File: src/rtl/mig_token_bucket_if.sv
// mig_token_bucket_if: config, APM, L1 enable and trigger-stream signals of the token-bucket throttle
interface mig_token_bucket_if #(
   parameter int N_CORES = 3,
   parameter int DSID_W = 2
);
   logic cfg_wr_en;
   logic [2:0] cfg_wr_core;
   logic [1:0] cfg_wr_sel;
   logic [31:0] cfg_wr_data;
   logic apm_valid;
   logic [DSID_W-1:0] apm_dsid;
   logic [15:0] apm_bytes;
   logic [N_CORES-1:0] l1enable;
   logic trigger_axis_ready;
   logic trigger_axis_valid;
   logic [15:0] trigger_axis_bits;
   modport master (
      output cfg_wr_en, cfg_wr_core, cfg_wr_sel, cfg_wr_data,
      output apm_valid, apm_dsid, apm_bytes, trigger_axis_ready,
      input l1enable, trigger_axis_valid, trigger_axis_bits
   );
   modport slave (
      input cfg_wr_en, cfg_wr_core, cfg_wr_sel, cfg_wr_data,
      input apm_valid, apm_dsid, apm_bytes, trigger_axis_ready,
      output l1enable, trigger_axis_valid, trigger_axis_bits
   );
endinterface

File: src/rtl/mig_token_bucket.sv
// mig_token_bucket: per-core token-bucket bandwidth throttle driving L1 enables and a throttle-event stream
module mig_token_bucket #(
   parameter int N_CORES = 3,
   parameter int DSID_W = 2,
   parameter int TOKEN_W = 32,
   parameter int FREQ_W = 32,
   parameter logic [TOKEN_W-1:0] RESET_SIZE = 32'h0000_1000
) (
   input logic clock,
   input logic reset,
   mig_token_bucket_if.slave bus
);
   typedef enum logic {IDLE, SEND} state_t;
   logic wr_en_q;
   logic [2:0] wr_core_q;
   logic [1:0] wr_sel_q;
   logic [31:0] wr_data_q;
   logic [TOKEN_W-1:0] size_q [N_CORES], size_d [N_CORES];
   logic [TOKEN_W-1:0] tokens_q [N_CORES], tokens_d [N_CORES];
   logic [TOKEN_W-1:0] inc_q [N_CORES], inc_d [N_CORES];
   logic [FREQ_W-1:0] freq_q [N_CORES], freq_d [N_CORES];
   logic [FREQ_W-1:0] cnt_q [N_CORES], cnt_d [N_CORES];
   logic [N_CORES-1:0] l1en_q, l1en_d, pend_q, clr;
   state_t state_q, state_d;
   logic [2:0] ptr_q, ptr_d, idx_q, idx_d;
   logic valid_q, valid_d;
   logic [15:0] bits_q, bits_d;
   // refill clamps to size before consumption; config writes override the computed result
   always_comb begin : p_bkt
      logic wr, refill;
      logic [TOKEN_W:0] sum, t1;
      logic [TOKEN_W-1:0] bytes, t2, wdat;
      l1en_d = '0;
      for (int i = 0; i < N_CORES; i++) begin
         wr = wr_en_q && int'(wr_core_q) == i;
         refill = freq_q[i] != '0 && cnt_q[i] == freq_q[i] - FREQ_W'(1) && !(wr && wr_sel_q == 2'd1);
         bytes = bus.apm_valid && int'(bus.apm_dsid) == i ? TOKEN_W'(bus.apm_bytes) : '0;
         sum = {1'b0, tokens_q[i]} + {1'b0, refill ? inc_q[i] : TOKEN_W'(0)};
         t1 = sum > {1'b0, size_q[i]} ? {1'b0, size_q[i]} : sum;
         t2 = t1 > {1'b0, bytes} ? TOKEN_W'(t1 - {1'b0, bytes}) : '0;
         wdat = wr_data_q[TOKEN_W-1:0];
         size_d[i] = wr && wr_sel_q == 2'd0 ? wdat : size_q[i];
         freq_d[i] = wr && wr_sel_q == 2'd1 ? wr_data_q[FREQ_W-1:0] : freq_q[i];
         inc_d[i] = wr && wr_sel_q == 2'd2 ? wdat : inc_q[i];
         tokens_d[i] = !wr ? t2 :
                       wr_sel_q == 2'd0 ? (t2 < wdat ? t2 : wdat) :
                       wr_sel_q == 2'd3 ? (wdat < size_q[i] ? wdat : size_q[i]) : t2;
         cnt_d[i] = (wr && wr_sel_q == 2'd1) || freq_q[i] == '0 || refill ? '0 : cnt_q[i] + FREQ_W'(1);
         l1en_d[i] = freq_d[i] == '0 || tokens_d[i] != '0;
      end
   end
   always_ff @(posedge clock or posedge reset)
      if (reset) begin
         wr_en_q <= 1'b0;
         wr_core_q <= '0;
         wr_sel_q <= '0;
         wr_data_q <= '0;
         for (int i = 0; i < N_CORES; i++) begin
            size_q[i] <= RESET_SIZE;
            tokens_q[i] <= RESET_SIZE;
            inc_q[i] <= '0;
            freq_q[i] <= '0;
            cnt_q[i] <= '0;
         end
         l1en_q <= '1;
         pend_q <= '0;
      end else begin
         wr_en_q <= bus.cfg_wr_en;
         wr_core_q <= bus.cfg_wr_core;
         wr_sel_q <= bus.cfg_wr_sel;
         wr_data_q <= bus.cfg_wr_data;
         size_q <= size_d;
         tokens_q <= tokens_d;
         inc_q <= inc_d;
         freq_q <= freq_d;
         cnt_q <= cnt_d;
         l1en_q <= l1en_d;
         pend_q <= (pend_q & ~clr) | (l1en_q & ~l1en_d);
      end
   // round-robin pick: first pending bit at or after ptr, else the first one below it
   always_comb begin : p_fsm
      logic found;
      state_d = state_q;
      ptr_d = ptr_q;
      idx_d = idx_q;
      valid_d = valid_q;
      bits_d = bits_q;
      clr = '0;
      found = 1'b0;
      if (state_q == IDLE) begin
         for (int i = 0; i < N_CORES; i++)
            if (!found && pend_q[i] && i >= int'(ptr_q)) begin
               found = 1'b1;
               idx_d = 3'(i);
            end
         for (int i = 0; i < N_CORES; i++)
            if (!found && pend_q[i]) begin
               found = 1'b1;
               idx_d = 3'(i);
            end
         for (int i = 0; i < N_CORES; i++)
            clr[i] = found && int'(idx_d) == i;
         if (found) begin
            bits_d = {8'hA5, 5'b0, idx_d};
            valid_d = 1'b1;
            state_d = SEND;
         end
      end else if (bus.trigger_axis_ready) begin
         valid_d = 1'b0;
         ptr_d = int'(idx_q) >= N_CORES - 1 ? 3'd0 : idx_q + 3'd1;
         state_d = IDLE;
      end
   end
   always_ff @(posedge clock or posedge reset)
      if (reset) begin
         state_q <= IDLE;
         ptr_q <= '0;
         idx_q <= '0;
         valid_q <= 1'b0;
         bits_q <= '0;
      end else begin
         state_q <= state_d;
         ptr_q <= ptr_d;
         idx_q <= idx_d;
         valid_q <= valid_d;
         bits_q <= bits_d;
      end
   assign bus.l1enable = l1en_q;
   assign bus.trigger_axis_valid = valid_q;
   assign bus.trigger_axis_bits = bits_q;
endmodule

File: src/flat_wrapper.sv
// flat-port wrapper written by rule: the top's interface ports become plain ports
module mig_token_bucket_flat 
#(
   parameter int N_CORES = 3,
   parameter int DSID_W = 2,
   parameter int TOKEN_W = 32,
   parameter int FREQ_W = 32,
   parameter logic [TOKEN_W-1:0] RESET_SIZE = 32'h0000_1000
)
  (clock, reset, bus_cfg_wr_en, bus_cfg_wr_core, bus_cfg_wr_sel, bus_cfg_wr_data, bus_apm_valid, bus_apm_dsid, bus_apm_bytes, bus_trigger_axis_ready, bus_l1enable, bus_trigger_axis_valid, bus_trigger_axis_bits);
  mig_token_bucket_if #(.N_CORES(N_CORES), .DSID_W(DSID_W)) bus_i ();
  input logic clock;
  input logic reset;
  input wire logic [$bits(bus_i.cfg_wr_en)-1:0] bus_cfg_wr_en;
  input wire logic [$bits(bus_i.cfg_wr_core)-1:0] bus_cfg_wr_core;
  input wire logic [$bits(bus_i.cfg_wr_sel)-1:0] bus_cfg_wr_sel;
  input wire logic [$bits(bus_i.cfg_wr_data)-1:0] bus_cfg_wr_data;
  input wire logic [$bits(bus_i.apm_valid)-1:0] bus_apm_valid;
  input wire logic [$bits(bus_i.apm_dsid)-1:0] bus_apm_dsid;
  input wire logic [$bits(bus_i.apm_bytes)-1:0] bus_apm_bytes;
  input wire logic [$bits(bus_i.trigger_axis_ready)-1:0] bus_trigger_axis_ready;
  output wire logic [$bits(bus_i.l1enable)-1:0] bus_l1enable;
  output wire logic [$bits(bus_i.trigger_axis_valid)-1:0] bus_trigger_axis_valid;
  output wire logic [$bits(bus_i.trigger_axis_bits)-1:0] bus_trigger_axis_bits;
  assign bus_i.cfg_wr_en = bus_cfg_wr_en;
  assign bus_i.cfg_wr_core = bus_cfg_wr_core;
  assign bus_i.cfg_wr_sel = bus_cfg_wr_sel;
  assign bus_i.cfg_wr_data = bus_cfg_wr_data;
  assign bus_i.apm_valid = bus_apm_valid;
  assign bus_i.apm_dsid = bus_apm_dsid;
  assign bus_i.apm_bytes = bus_apm_bytes;
  assign bus_i.trigger_axis_ready = bus_trigger_axis_ready;
  assign bus_l1enable = bus_i.l1enable;
  assign bus_trigger_axis_valid = bus_i.trigger_axis_valid;
  assign bus_trigger_axis_bits = bus_i.trigger_axis_bits;
  mig_token_bucket #(.N_CORES(N_CORES), .DSID_W(DSID_W), .TOKEN_W(TOKEN_W), .FREQ_W(FREQ_W), .RESET_SIZE(RESET_SIZE)) u_core (.clock(clock), .reset(reset), .bus(bus_i));
endmodule
File: config.mk
export PLATFORM = sky130hd
export DESIGN_NAME = mig_token_bucket_flat
export DESIGN_NICKNAME = d
export VERILOG_FILES = /design/src/rtl/mig_token_bucket_if.sv /design/src/rtl/mig_token_bucket.sv /design/src/flat_wrapper.sv
export SDC_FILE = /design/constraint.sdc
export NUM_CORES = 2
export LEC_CHECK = 0
export ABC_AREA = 0
export BUFFER_PORTS_ARGS = -buffer_cell sky130_fd_sc_hd__buf_2
export CORE_MARGIN = 4
export CORE_UTILIZATION = 58
export CTS_BUF_LIST = sky130_fd_sc_hd__clkbuf_2 sky130_fd_sc_hd__clkbuf_4 sky130_fd_sc_hd__clkbuf_8
export CTS_CLUSTER_DIAMETER = 60
export DETAILED_ROUTE_END_ITERATION = 12
export PLACE_DENSITY_LB_ADDON = 0.25
export SYNTH_ARGS = -nofsm -noshare
export SYNTH_HDL_FRONTEND = slang
export SYNTH_SLANG_ARGS = --single-unit
File: constraint.sdc
create_clock -name clock -period 29.6 [get_ports clock]
set_input_delay 2.96 -clock clock [delete_from_list [all_inputs] [get_ports clock]]
set_output_delay 2.96 -clock clock [all_outputs]
set_load 0.02 [all_outputs]
Word-level counts from Yosys, hierarchy flattened
Index checks and enable logic that the tools add are counted.

Flip-flop bits (word level): 536. Input bits: 60. Output and inout bits: 20. Logic and storage cells: 203.

Add/subtract/negate cells: 13. Order comparisons: 16. Equality and inequality tests: 13. Muxes and demuxes: 60. Bitwise operators: 6. Reductions and logical operators: 69.

Operators with widths (count): $mux W32 (27); $logic_not A32 Y1 (6); $lt A32 B32 Y1 (6); $reduce_bool A32 Y1 (6); $add A32 B32 Y33 (3); $gt A33 B16 Y1 (3); $gt A33 B32 Y1 (3); $mux W33 (3); $add A32 B1 Y32 const B (3); $eq A32 B32 Y1 (3); $sub A32 B1 Y32 const B (3); $sub A32 B32 Y32 (3); $mux W16 (3); $logic_and A1 B1 Y1 (32); $mux W3 (9); $mux W1 (18); $logic_or A1 B1 Y1 (9); $eq A2 B2 Y1 const B (4); $logic_not A1 Y1 (8); $and A3 B3 Y3 (2); $eq A3 B2 Y1 const B (2); $eq A3 B3 Y1 const B (2); $ge A1 B3 Y1 const A (2); $logic_not A3 Y1 (2); 11 further kinds (15).

Depth between registers and ports, before layout
Depth after elaboration: 32. Depth in mapped cells: 72. Depth with buffers taken out: 66.

Worst setup path after synthesis
Ideal clock, no wire load.

Path type: register -> register. From: reg u_core.freq_q[66] (netlist name). To: reg u_core.pend_q[0]. Library setup time: 0.095 ns. Arrival: 15.645 ns. Data required time: 29.505 ns. Setup slack: 13.859 ns. Stages on the path, launching flop included: 68. Path buffers: 7. Period minus slack after synthesis: 15.741 ns. Path through: dfrtp_1 > or3_1 > or4_1 > nor4_1 > nand2_1 > nor3_1 > nand2_1 > nor4b_1 > nor2_1 > or2_2 > a211oi_1 > a31oi_1 > nor3_1 > clkbuf_1 > and2_1 > ha_1 > clkbuf_1 > a21oi_1 > [32 not listed] > and2_1 > ha_1 > a21o_1 > a21o_1 > a21oi_1 > o21ai_0 > nor2_1 > or4b_2 > or4b_2 > nand2_1 > nand2_1 > nor3_1 > o32a_1 > o211ai_1 > nor4_1 > o2111ai_1 > or4b_1 > o31ai_1.

RTL lines: start: declaration (line mig_token_bucket.sv:21) `logic [FREQ_W-1:0] freq_q [N_CORES], freq_d [N_CORES];`; start signal: assignment (line mig_token_bucket.sv:75) `freq_q <= freq_d;`; end signal: assignment (line mig_token_bucket.sv:78) `pend_q <= (pend_q & ~clr) | (l1en_q & ~l1en_d);`; end: declaration (line mig_token_bucket.sv:23) `logic [N_CORES-1:0] l1en_q, l1en_d, pend_q, clr;`.

==> impl_metrics.yaml <==
synth:
  synth.area.top_cells: "dfrtp_1 (30%), ha_1 (12%), o21ai_0 (6.1%)"
  ys_ff_latch: 536
  synth-edff-count: 0
  syn-mean-instance-area_um2: 8.05
  synthTopCellsByCount: "nand2_1 (702), o21ai_0 (534), dfrtp_1 (527), nor2_1 (501), ha_1 (437)"
  synth-async-reset-ratio_pct: 100
  synthDistinctLibCells: 104
  synth_ff_type: "dfrtp_1"
  yosys_warnings: 0
  synth_area_leader_cell: "dfrtp_1"
  synth_cells: 5482
  syn_area_um2: 44100
  synth.most_common_cell: "nand2_1"
  synth_top_cell_area_share_pct: 29.9
  ys_seq_area_share_pct: 30.4
critical_path:
  cp.arrival_ps: 18530
  path_max_fanout: 43
  startpoint_type: "flip-flop"
  critPathMaxStageDelay_ps: 810
  cpMostUsedCell: "a21oi_1"
  critPathRequiredTime_ps: 30250
  worstSetupEndpointType: "flip-flop"
  slowest_stage: "a311oi_1"
  path_class: "reg2reg"
power:
  sequentialPowerShare_pct: 18.3
  switchingPower_uw: 2960
  p_comb_share_pct: 67.4
  power_leakage_uw: 0.0221
  clockPowerShare_pct: 14.3
  ir_drop_uv: 67.8
  report.power.total_uw: 5790
  p_int_uw: 2820
  p_per_area_nw_per_um2: 121
  p_sw_share_pct: 51.2
routing:
  drt-vias-per-instance: 6.58
  vias: 43300
  final_antenna_net_count: 0
  drt_iter0_markers: 5425
  drc: 0
  routedWlPerCell_um: 25.1
  routed_wl_mm: 165
  dr.pass1.iters: 7
floorplanning:
  io_pins: 80
  core_area_um2: 74900
  rows: 100
  dieHeight_um: 284
  start_util_pct: 58.9
  dieWidth_um: 284
  die-area_um2: 80600
sta:
  whs_ps: 469
  period_minus_slack_ps: 17880
  skew_ps: 35.1
  relSlewSlack_pct: 13.0
  tns_ps: 0
  tightest_slew_ps: 1290
  setup_viol: 0
  finalMaxSlewViolations: 0
  fmax_mhz: 55.9
  fin_ws_ps: 11720
  rsz0062_at_grt: "false"
  fin_crit_sh_pct: 60.4
  hold_viol_final: 0
finish:
  fin_area_um2: 47900
  drive_above_1_share_pct: 8.00
  syn2layout_area_growth_pct: 8.65
  multi_input_area_um2: 28900
  ff_latch_area_um2: 13400
  fillCellCount: 6649
  nets: 6022
clock_tree:
  cts_buffers: 95
  cts_tree: "built"
  cts.htree.levels: 3
  post_cts_buffers: 0
  root_buffer: "clkbuf_8"
  ctsResizeCount: 0
  clk_pin_slew_ps: 70
  ctsHoldBuffers: 0
  clockBufferDepth: 3
  insertion_delay_ps: 760
  cts_sinks: 536
global_routing:
  gr-usage-all-layers_pct: 39.9
  gr-total-overflow: 0
  grt_pass1_vias: 40400
  grt_max_degree: 117
  grt_pass1_wl_mm: 248
  antenna_found_initial: 17
placement:
  port-buffer-count: 70
  gp_congestion: 1.05
  placed_area_um2: 45600
  dpl_worst_slack_ps: 12260
  dp_hpwl_mm: 123
worst_hold_path:
  hold_path.class: "reg2reg"
outcome:
  outcome: "finished clean"
job:
  cap_viol_max_count: 0
-- flip-flops by register name, summed over array words and instances (netlist names), 4 cells and up --
register,cells
u_core.bus.trigger_axis_bits,4
u_core.inc_q,96
u_core.cnt_q,96
u_core.size_q,96
u_core.freq_q,96
u_core.tokens_q,96
u_core.p_bkt.wdat,32
-- final timing paths --
check                                   from                to  slack, ps  cells after the start
setup / recovery           u_core.freq_q[66]  u_core.pend_q[0]      11720                     59
hold / removal              u_core.inc_q[89]  u_core.inc_q[89]        470                      2
setup reg to reg           u_core.freq_q[66]  u_core.pend_q[0]      11720                     59
hold reg to reg             u_core.inc_q[89]  u_core.inc_q[89]        470                      2
max in group asynchronous              reset  u_core.inc_q[50]      25000                      4
min in group asynchronous              reset  u_core.cnt_q[80]       2380                      2
-- critical path: cells and delay by family, from the launching register on --
kind                       cells  cell delay, ps
adders and majority gates      4            1340
and+or+nand+nor               29            9430
buffers and inverters          3             800
DFF                            1             420
AOI/OAI and AO/OA             23            5710
-- per-layer routing --
layer / GRT usage (%) / vias up / part of all wire, %
met4: 22.1 / 8 / 6.8
met3: 11.3 / 632 / 12
met1: 53.7 / 20400 / 40
met5: 0 / - / 0.033
met2: 57.8 / 2485 / 41
li1: - / 19800 / -
-- cell families (layout without fill, tap and decap cells) --
| kind of cell | after synthesis | after routing | share of synthesized area [%] |
|---|---|---|---|
| multiplexers | 44 | 44 | 1.03 |
| other | 1 | 26 | 0.00850 |
| XOR/XNOR | 365 | 365 | 7.26 |
| AND/OR/NAND/NOR | 2087 | 2087 | 22.5 |
| flip-flops | 536 | 536 | 30.4 |
| AO/OA/AOI/OAI | 1510 | 1510 | 21.7 |
| adder cells (fa/ha/maj) | 444 | 444 | 12.7 |
| buffers and inverters | 495 | 603 | 4.39 |
-- cell usage in the layout, fill, tap and decap left out, drive strengths merged, types with 39 or more instances in the layout --
cell type | synthesis | routed
nor2b | 50 | 50
nor4 | 82 | 82
a21o | 152 | 152
xor2 | 143 | 143
o21ai | 545 | 545
nand2 | 702 | 702
a21oi | 338 | 338
inv | 230 | 235
and2 | 142 | 142
nor2 | 501 | 501
nor3 | 120 | 120
xnor2 | 222 | 222
and3 | 60 | 60
clkbuf | 203 | 145
buf | 38 | 173
nand4 | 110 | 110
clkinv | 24 | 39
a211oi | 49 | 49
nand3 | 140 | 140
dfrtp | 527 | 527
ha | 437 | 437
-- through the flow --
| stage | instances | utilization (%) |
|---|---|---|
| 4_1_cts | 6567 | 63.9 |
| 6_report | 6584 | 64.0 |
| 5_1_grt | 6571 | 63.9 |
| 3_5_place_dp | 6391 | 60.8 |
| 3_3_place_gp | 6391 | 60.8 |
| 2_1_floorplan | 5490 | - |
-- power groups by stage --
stage / Sequential (uW) / Combinational [uW] / Clock, uW
4_1_cts: 1050 / 3750 / 839
2_1_floorplan: 1010 / 2670 / 0
6_report: 1060 / 3900 / 829
5_1_grt: 1070 / 4190 / 870
3_3_place_gp: 1060 / 3710 / 0
3_5_place_dp: 1060 / 3720 / 0
-- final cells by class --
class                           count  share of cell area (%)
Multi-Input combinational cell   4459                    60.2
Sequential cell                   536                    28.0
Clock buffer                      145                    3.86
Tap cell                          969                    2.53
Timing Repair Buffer              173                    2.34
Inverter                          254                    2.00
Clock inverter                     31                   0.937
Antenna cell                       17                  0.0887
No activity file was read; power rests on OpenSTA's default activity.
